File: config.mk
export PLATFORM = sky130hd
export DESIGN_NAME = seq_pattern_tx
export DESIGN_NICKNAME = d
export VERILOG_FILES = /design/src/rtl/seq_pkg.sv /design/src/rtl/seq_shift_ctr.sv /design/src/rtl/seq_pattern_tx.sv
export SDC_FILE = /design/constraint.sdc
export NUM_CORES = 1
export LEC_CHECK = 0
export ABC_CLOCK_PERIOD_IN_PS = 5100
export CORE_AREA = 2 2 41 71
export CTS_CLUSTER_DIAMETER = 60
export CTS_CLUSTER_SIZE = 28
export DETAILED_ROUTE_END_ITERATION = 8
export DIE_AREA = 0 0 43 73
export GPL_TIMING_DRIVEN = 0
export PLACE_DENSITY_LB_ADDON = 0.15
export SLEW_MARGIN = 20
export SYNTH_ARGS = -nofsm -noshare
export SYNTH_HDL_FRONTEND = slang
export SYNTH_SLANG_ARGS = --single-unit
File: constraint.sdc
create_clock -name clk -period 5.1 [get_ports clk]
set_clock_uncertainty 0.2 [all_clocks]
set_input_delay 1.02 -clock clk [delete_from_list [all_inputs] [get_ports clk]]
set_output_delay 1.02 -clock clk [all_outputs]
set_load 0.05 [all_outputs]
File: src/rtl/seq_pkg.sv
// Shared types and default constants for the serial pattern transmitter.
package seq_pkg;

  // Transmitter control states. The S_ prefix keeps the names clear of the
  // GAP parameter that every user of this package also declares.
  typedef enum logic [1:0] {
    S_IDLE  = 2'd0,
    S_SHIFT = 2'd1,
    S_GAP   = 2'd2,
    S_DONE  = 2'd3
  } seq_state_t;

  localparam int SEQ_WIDTH = 8;
  localparam int SEQ_GAP   = 2;

endpackage

File: src/rtl/seq_shift_ctr.sv
// Loadable down-counter with a terminal-count flag. It saturates at zero
// instead of wrapping. Used for the bit index, the repeat count and the gap count.
module seq_shift_ctr #(
  parameter int W = 4
) (
  input  logic         clk,
  input  logic         rst,
  input  logic         load,
  input  logic [W-1:0] load_val,
  input  logic         dec,
  output logic [W-1:0] count,
  output logic         tc
);

  logic [W-1:0] count_q;
  logic [W-1:0] count_d;

  // Next count: a load wins over a decrement, and a decrement stops at zero.
  always_comb begin
    // NOTE: give every always_comb output a default first; a path that leaves it unassigned infers a latch.
    count_d = count_q;
    if (load) begin
      count_d = load_val;
    end else if (dec && (count_q != '0)) begin
      count_d = count_q - 1'b1;
    end
  end

  // Count register with synchronous active-high reset.
  always_ff @(posedge clk) begin
    // NOTE: flops take non-blocking (<=) so every register samples pre-edge values regardless of block order.
    if (rst) begin
      count_q <= '0;
    end else begin
      count_q <= count_d;
    end
  end

  assign count = count_q;
  assign tc    = (count_q == '0);

endmodule

File: src/rtl/seq_pattern_tx.sv
// Serial bit-pattern transmitter. It accepts a pattern, a length and a repeat
// count through a valid/ready handshake. It shifts the active field out
// MSB-first, with GAP idle cycles between repetitions. A one-cycle done pulse
// follows the final bit.
module seq_pattern_tx
  import seq_pkg::*;
#(
  parameter int WIDTH = SEQ_WIDTH,
  parameter int LEN_W = $clog2(WIDTH) + 1,
  parameter int REP_W = 4,
  parameter int GAP   = SEQ_GAP
) (
  input  logic             clk,
  input  logic             rst,
  input  logic             load_valid,
  output logic             load_ready,
  input  logic [WIDTH-1:0] pattern,
  input  logic [LEN_W-1:0] len,
  input  logic [REP_W-1:0] rep,
  output logic             dout,
  output logic             dout_valid,
  output logic             busy,
  output logic             done
);

  localparam int IDX_W  = $clog2(WIDTH);
  localparam int GAP_W  = (GAP > 1) ? $clog2(GAP) : 1;
  localparam int GAP_M1 = (GAP > 0) ? GAP - 1 : 0;
  localparam logic [LEN_W-1:0] WIDTH_L = LEN_W'(WIDTH);
  localparam logic [GAP_W-1:0] GAP_LD  = GAP_W'(GAP_M1);

  seq_state_t       state_q, state_d;
  logic [WIDTH-1:0] pat_q, pat_d;
  logic [LEN_W-1:0] len_q, len_d;
  logic [LEN_W-1:0] len_eff;

  logic             dout_q, dout_d;
  logic             dout_valid_q, dout_valid_d;
  logic             busy_q, busy_d;
  logic             done_q, done_d;
  logic             load_ready_q, load_ready_d;

  logic             idx_load, idx_dec, idx_tc;
  logic [IDX_W-1:0] idx_load_val, idx_q, dout_sel;
  logic             rep_load, rep_dec, rep_tc;
  logic [REP_W-1:0] rep_cnt;
  logic             gap_load, gap_dec, gap_tc;
  logic [GAP_W-1:0] gap_cnt;

  // Position of the next bit to send, counting down to 0.
  seq_shift_ctr #(.W(IDX_W)) u_idx_ctr (
    .clk      (clk),
    .rst      (rst),
    .load     (idx_load),
    .load_val (idx_load_val),
    .dec      (idx_dec),
    .count    (idx_q),
    .tc       (idx_tc)
  );

  // Repetitions still owed after the current one.
  seq_shift_ctr #(.W(REP_W)) u_rep_ctr (
    .clk      (clk),
    .rst      (rst),
    .load     (rep_load),
    .load_val (rep),
    .dec      (rep_dec),
    .count    (rep_cnt),
    .tc       (rep_tc)
  );

  // Idle cycles left in the current inter-repeat gap.
  seq_shift_ctr #(.W(GAP_W)) u_gap_ctr (
    .clk      (clk),
    .rst      (rst),
    .load     (gap_load),
    .load_val (GAP_LD),
    .dec      (gap_dec),
    .count    (gap_cnt),
    .tc       (gap_tc)
  );

  // A length of zero or above WIDTH means "send the whole word".
  assign len_eff = ((len == '0) || (len > WIDTH_L)) ? WIDTH_L : len;

  // Next-state, counter control, and next values of the registered outputs.
  always_comb begin
    state_d      = state_q;
    pat_d        = pat_q;
    len_d        = len_q;
    idx_load     = 1'b0;
    idx_load_val = IDX_W'(len_q - 1'b1);
    idx_dec      = 1'b0;
    rep_load     = 1'b0;
    rep_dec      = 1'b0;
    gap_load     = 1'b0;
    gap_dec      = 1'b0;

    unique case (state_q)
      S_IDLE: begin
        if (load_valid && load_ready_q) begin
          state_d      = S_SHIFT;
          pat_d        = pattern;
          len_d        = len_eff;
          idx_load     = 1'b1;
          idx_load_val = IDX_W'(len_eff - 1'b1);
          rep_load     = 1'b1;
        end
      end
      S_SHIFT: begin
        if (!idx_tc) begin
          idx_dec = 1'b1;
        end else if (rep_tc) begin
          state_d = S_DONE;
        end else begin
          rep_dec = 1'b1;
          if (GAP > 0) begin
            gap_load = 1'b1;
            state_d  = S_GAP;
          end else begin
            idx_load = 1'b1;
          end
        end
      end
      S_GAP: begin
        if (gap_tc) begin
          state_d  = S_SHIFT;
          idx_load = 1'b1;
        end else begin
          gap_dec = 1'b1;
        end
      end
      S_DONE: begin
        state_d = S_IDLE;
      end
      default: begin
        state_d = S_IDLE;
      end
    endcase

    // Outputs are registered, so they follow the state being entered.
    dout_sel     = idx_load ? idx_load_val : (idx_q - 1'b1);
    dout_valid_d = (state_d == S_SHIFT);
    dout_d       = dout_valid_d & pat_d[dout_sel];
    busy_d       = (state_d == S_SHIFT) || (state_d == S_GAP);
    done_d       = (state_d == S_DONE);
    load_ready_d = (state_d == S_IDLE);
  end

  // State, captured request and output registers. A reset aborts any request immediately.
  always_ff @(posedge clk) begin
    if (rst) begin
      state_q      <= S_IDLE;
      // NOTE: the captured pattern and length are reset too. This is cheap at this size and keeps the reset state fully defined.
      pat_q        <= '0;
      len_q        <= '0;
      dout_q       <= 1'b0;
      dout_valid_q <= 1'b0;
      busy_q       <= 1'b0;
      done_q       <= 1'b0;
      load_ready_q <= 1'b1;
    end else begin
      state_q      <= state_d;
      pat_q        <= pat_d;
      len_q        <= len_d;
      dout_q       <= dout_d;
      dout_valid_q <= dout_valid_d;
      busy_q       <= busy_d;
      done_q       <= done_d;
      load_ready_q <= load_ready_d;
    end
  end

  assign dout       = dout_q;
  assign dout_valid = dout_valid_q;
  assign busy       = busy_q;
  assign done       = done_q;
  assign load_ready = load_ready_q;

  a_idx_in_range: assert property (@(posedge clk) disable iff (rst)
    (state_q == S_SHIFT) |-> (LEN_W'(idx_q) < len_q));

  a_shift_exit_at_bit0: assert property (@(posedge clk) disable iff (rst)
    ((state_q == S_SHIFT) && (state_d != S_SHIFT)) |-> idx_tc);

  a_gap_in_range: assert property (@(posedge clk) disable iff (rst)
    (state_q == S_GAP) |-> (gap_cnt <= GAP_LD));

  a_rep_no_wrap: assert property (@(posedge clk) disable iff (rst)
    rep_dec |-> (rep_cnt != '0));

endmodule
After elaboration in Yosys (flattened, before gate mapping)
Index checks and enable logic that the tools add are counted.
Storage, ports and cells
  flip-flop bits (word level): 26
  input port bits: 19
  word-level logic and storage cells: 72
Cells by class
  add/sub/neg operators: 5
  order comparisons: 2
  eq/ne operators: 6
  multiplexer cells: 30
  bitwise operators: 1
  reductions and logical operators: 17
Operators by type and width (count)
  3-bit 2-to-1 mux: 6
  8-bit 2-to-1 mux: 2
  1-bit 2-to-1 mux: 14
  3-bit by 1-bit subtractor with 3-bit output (second input constant): 3
  2-bit equality test (second input constant): 4
  4-bit logical NOT: 2
  4-bit 2-to-1 mux: 2
  2-bit case mux with 4 select lines: 1
  2-bit 2-to-1 mux: 3
  2-bit nonzero test: 3
  2-bit by 1-bit equality test with 1-bit output (second input constant): 2
  4-bit greater-than comparator (second input constant): 1
  1-bit logical AND: 4
  2-bit logical NOT: 2
  3-bit by 4-bit < comparator with 1-bit output (second input constant): 1
  4-bit nonzero test: 1
  4-bit by 1-bit subtractor with 4-bit output (second input constant): 1
  1-bit binary-select mux with 3-bit select: 1
  3-bit logical NOT: 1
  3-bit nonzero test: 1
  1-bit logical OR: 2
  1-bit case mux with 2 select lines: 1
  2-bit AND reduction: 1
  1-bit bitwise AND: 1
  1-bit subtractor (second input constant): 1

Longest topological paths before layout
  depth in word-level cells: 10
  gate-level depth with buffers: 9
  depth with buffers taken out: 9

By module
From an unflattened synthesis, not the netlist that was laid out.
Unflattened totals
  cells, all modules: 158
  area, all modules: 1448.9 um^2
Modules (own cells, without submodules)
  seq_pattern_tx: times used 1, cells each 104, area an instance 955.9 um^2
  seq_shift_ctr at u_rep_ctr: times used 1, cells each 29, area an instance 262.8 um^2
  seq_shift_ctr at u_idx_ctr: times used 1, cells each 21, area an instance 182.7 um^2
  seq_shift_ctr at u_gap_ctr: times used 1, cells each 4, area an instance 47.5 um^2

Worst setup path after synthesis
No wires, ideal clock.
  path type: input to register
  start point: input len[3]
  end point: register dout_q, in the netlist dout
  arrival time: 2.468 ns
  data required time: 4.809 ns
  path slack: 2.341 ns
  cell stages on the path: 7
  path buffers: 0
  cells stage by stage: nand2b_1 > ha_1 > mux2_1 > mux2i_1 > a21boi_0 > a22oi_1 > a311oi_1
On the way
  longest elaborated chain between the ends: 10
  elaborated cells between the ends (all ways): 11
  those cells by class: add/sub (1); order compare (1); mux (6); bitwise (1); reduce/logical (2)
Ends and longest elaborated chain
  start, declared: line seq_pattern_tx.sv:18  | input logic [LEN_W-1:0] len,
  4-bit greater-than comparator / 4-bit logical NOT (equally long branches): line seq_pattern_tx.sv:84  | assign len_eff = ((len == '0) || (len > WIDTH_L)) ? WIDTH_L : len;
  1-bit logical OR *: line seq_pattern_tx.sv:84
  3-bit 2-to-1 mux *: line seq_pattern_tx.sv:84
  3-bit by 1-bit subtractor with 3-bit output *: line seq_pattern_tx.sv:106  | idx_load_val = IDX_W'(len_eff - 1'b1);
  3-bit 2-to-1 mux *: line seq_pattern_tx.sv:101  | if (load_valid && load_ready_q) begin
  3-bit 2-to-1 mux *: line seq_pattern_tx.sv:99  | unique case (state_q)
  3-bit 2-to-1 mux *: line seq_pattern_tx.sv:142  | dout_sel = idx_load ? idx_load_val : (idx_q - 1'b1);
  1-bit binary-select mux with 3-bit select *: line seq_pattern_tx.sv:144  | dout_d = dout_valid_d & pat_d[dout_sel];
  1-bit 2-to-1 mux (implied by the code) *: line seq_pattern_tx.sv:144
  1-bit bitwise AND *: line seq_pattern_tx.sv:144
  end signal, assigned: line seq_pattern_tx.sv:166  | dout_q <= dout_d;
  end, declared: line seq_pattern_tx.sv:37  | logic dout_q, dout_d;
Every way passes the cells marked *; elsewhere a longest branch is shown, timed or not. The select of a mux whose other input is x is not followed.
A chain may end at the register's enable or synchronous reset.

Final worst setup path
  start point: input load_valid
  end point: register dout_q, in the netlist dout
On the way
  longest elaborated chain between the ends: 7
  elaborated cells between the ends (all ways): 14
  those cells by class: eq/ne (1); mux (11); bitwise (1); reduce/logical (1)
Ends and longest elaborated chain
  start, declared: line seq_pattern_tx.sv:15  | input logic load_valid,
  1-bit logical AND *: line seq_pattern_tx.sv:101
  1-bit 2-to-1 mux / 3-bit 2-to-1 mux (equally long branches): line seq_pattern_tx.sv:101
  1-bit case mux with 2 select lines / 3-bit 2-to-1 mux (equally long branches): line seq_pattern_tx.sv:99
  3-bit 2-to-1 mux: line seq_pattern_tx.sv:142
  1-bit binary-select mux with 3-bit select: line seq_pattern_tx.sv:144
  1-bit 2-to-1 mux (implied by the code): line seq_pattern_tx.sv:144
  1-bit bitwise AND *: line seq_pattern_tx.sv:144
Marked as above.

==> flow_metrics.tcl <==
set metrics [dict create \
    clock.fmax_mhz 315.3 \
    tightest_slew_ns 0.5120 \
    maxCapViolCount 0 \
    syn_nets 175 \
    cts_hold_buf 0 \
    synth_top_area_share_pct 38.91 \
    die_h_um 73 \
    critPathLaunchType "input pin" \
    core_um2 2628 \
    fin_nets 202 \
    postRouteAntennaNets 0 \
    grt_max_degree 14 \
    netlist_area_um2 1338 \
    antenna_found_initial 0 \
    worstPathCellList "clkdlybuf4s50_1 > nor4bb_4 > mux2_1 > mux2i_1 > a21boi_0 > a22oi_1 > a311oi_1" \
    drt_pass1_iterations 4 \
    worstPathMaxFanout 5 \
    ys_top_cells_by_area "dfxtp_1 (39%), mux2i_1 (9.7%), ha_1 (8.4%)" \
    period_needed_ns 3.171 \
    syn_to_final_growth_pct 22.08 \
    ys_async_sr_fraction_pct 0 \
    via_per_inst 5.296 \
    cts_buffer_depth 2 \
    synth_top_area_cell "dfxtp_1" \
    p_leak_uw 0.0006629 \
    cts_post_setup_buffers_inserted 0 \
    slew_headroom_pct 65.87 \
    crit_arrival_ns 3.15 \
    hold_viol_final 0 \
    drive_above_1_share_pct 6.395 \
    slowest_delay_ns 0.50 \
    insertion_delay_ns 0.27 \
    io_buffer_count 22 \
    antenna_cells 0 \
    muxShareOfSynthArea_pct 12.82 \
    grt_pass1_wl_mm 4.284 \
    synth_top_family_by_area "simple AND/OR/NAND/NOR gates" \
    grt_usage_pct 17.99 \
    cts_sinks 26 \
    synth_compound_area_share_pct 10.20 \
    synth_edf_count 0 \
    synth_fa_ha_area_share_pct 8.419 \
    hp-class "reg2reg" \
    wl_mm 2.539 \
    htree_levels 1 \
    cts_buffers 3 \
    drtIter0Drc 18 \
    critPathSlowestCell "clkdlybuf4s50_1" \
    vias 1054 \
    place_hpwl_mm 1.954 \
    ys_seq_area_share_pct 38.91 \
    outcome "finished clean" \
    yosysUniqueCellTypes 34 \
    tns_ns 0 \
    wl_per_cell_um 12.76 \
    grt_pass1_vias 1053 \
    synth_area_per_cell_um2 9.099 \
    r2r_cells 6 \
    synth-seq-cells 26 \
    cp.required_ns 5.08 \
    start_util_pct 50.90 \
    drc_errors 0 \
    slew_viol_final 0 \
    root_buffer "clkbuf_8" \
    cp-end-kind "register" \
    final.setup.worst_slack_ns 1.929 \
    ios 24 \
    yosysWarnings 0 \
    gp_congestion 0.7541 \
    synthXorXnorAreaFrac_pct 4.584 \
    worst_ir_drop_vdd_mv 0.2977 \
    timing.final.crit_share_pct 62.18 \
    cts_resized 0 \
    die_w_um 43 \
    ys.flop_type "dfxtp_1" \
    tritoncts "done" \
    die_area_um2 3139 \
    rsz0062_at_grt "false" \
    worstSetupPathType "in2reg" \
    cts.clk_slew.worst_paths_ns 0.08 \
    rows 25 \
    p_per_area_nw_per_um2 528.1 \
    setup_viol 0 \
    pre_cts_ws_ns 1.655 \
    grt-ovfl-total 0 \
    synthCells 147 \
    whs_path_depth 2 \
    yosys.area_share.simple_pct 20.21 \
]
==> kinds of logic after synthesis <==
family / Yosys count
adder cells (fa/ha/maj): 9
buffers and inverters: 17
flip-flops: 26
AND/OR/NAND/NOR: 51
XOR/XNOR: 7
multiplexers: 16
AO/OA/AOI/OAI: 21
==> worst paths after layout <==
check             end       start  slack, ns
max reg2reg      dout  state_q[1]       2.70
min reg2reg  len_q[2]    len_q[2]       0.29
min          len_q[2]    len_q[2]       0.29
max              dout  load_valid       1.93
==> registers in the layout, indices dropped and copies added (netlist names) <==
signal	count
u_rep_ctr.count	4
done	1
state_q	2
dout	1
load_ready	1
dout_valid	1
busy	1
u_idx_ctr.count	3
u_gap_ctr.count	1
len_q	3
pat_q	8
==> cell usage after synthesis (2+ instances only) <==
master and count:
dfxtp_1 26, nor2_1 25, mux2i_1 13, inv_1 12
ha_1 9, nand2_1 9, a21oi_1 8, xnor2_1 5
a211oi_1 4, nand2b_1 4, clkbuf_1 3, nor2b_1 3
and2_1 2, mux2_4 2, o211ai_1 2, xor2_1 2
==> power by group <==
part           total (uW)  internal (uW)  switching (uW)
Sequential            301            261            40.2
Combinational         447            196             250
Clock                 114           53.0            61.2
==> layout by cell type (no fill, tap or decap), drive strengths merged <==
| cell | netlist | layout |
|---|---|---|
| xnor2 | 5 | 5 |
| xor2 | 2 | 2 |
| nand3 | 1 | 1 |
| a311oi | 1 | 1 |
| nor4bb | 1 | 1 |
| dfxtp | 26 | 26 |
| nor2b | 3 | 3 |
| and2 | 2 | 2 |
| o211ai | 2 | 2 |
| a211oi | 4 | 4 |
| ha | 9 | 9 |
| nand2b | 4 | 4 |
| nor3b | 1 | 1 |
| nor4 | 1 | 1 |
| clkbuf | 3 | 6 |
| buf | 2 | 2 |
| mux2i | 13 | 13 |
| nand2 | 9 | 9 |
| nand4bb | 1 | 1 |
| inv | 12 | 12 |
| clkdlybuf4s50 | 0 | 22 |
| a31oi | 1 | 1 |
| nand3b | 1 | 1 |
| nor2 | 25 | 25 |
| a22oi | 1 | 1 |
| a21oi | 8 | 8 |
| mux2 | 3 | 3 |
| o21ai | 2 | 2 |
| a21boi | 1 | 1 |
| o21a | 1 | 1 |
| or2 | 2 | 2 |
==> final cells by class <==
| type | count | area, um2 |
|---|---|---|
| multi-input cells | 104 | 752.0 |
| fillers | 247 | 994.7 |
| repair buffers | 22 | 220.2 |
| flip-flops and latches | 26 | 520.5 |
| plain buffers | 5 | 20.02 |
| inverters | 12 | 45.04 |
| clock buffers | 3 | 41.29 |
| well taps | 27 | 33.78 |
==> metrics by stage <==
stage / hold WS (ns) / area, um2 / util [%] / power [uW] / instances
6_report: 0.2947 / 1633 / 62.14 / 862.3 / 199
5_1_grt: 0.3280 / 1633 / 62.14 / 935.4 / 199
4_1_cts: 0.3019 / 1633 / 62.14 / 871.3 / 199
3_5_place_dp: 0.2821 / 1592 / 60.57 / 752.6 / 196
3_3_place_gp: 0.2623 / 1592 / 60.57 / 744.2 / 196
2_1_floorplan: 0.2481 / 1338 / - / 646.3 / 147
==> critical path, delay by kind of cell <==
kind / cells / cell delay [ns]
AOI/OAI and AO/OA: 3 / 0.61
buffers and inverters: 1 / 0.50
muxes: 2 / 0.70
and+or+nand+nor: 1 / 0.33
==> layer usage <==
metal,part of all wire (%),vias up,GRT usage [%]
li1,-,538,-
met1,40,496,17.67
met2,56,15,35.69
met3,2.5,5,2.228
met4,2.0,0,8.081
met5,0,-,0
(Power assumes the default switching activity.)
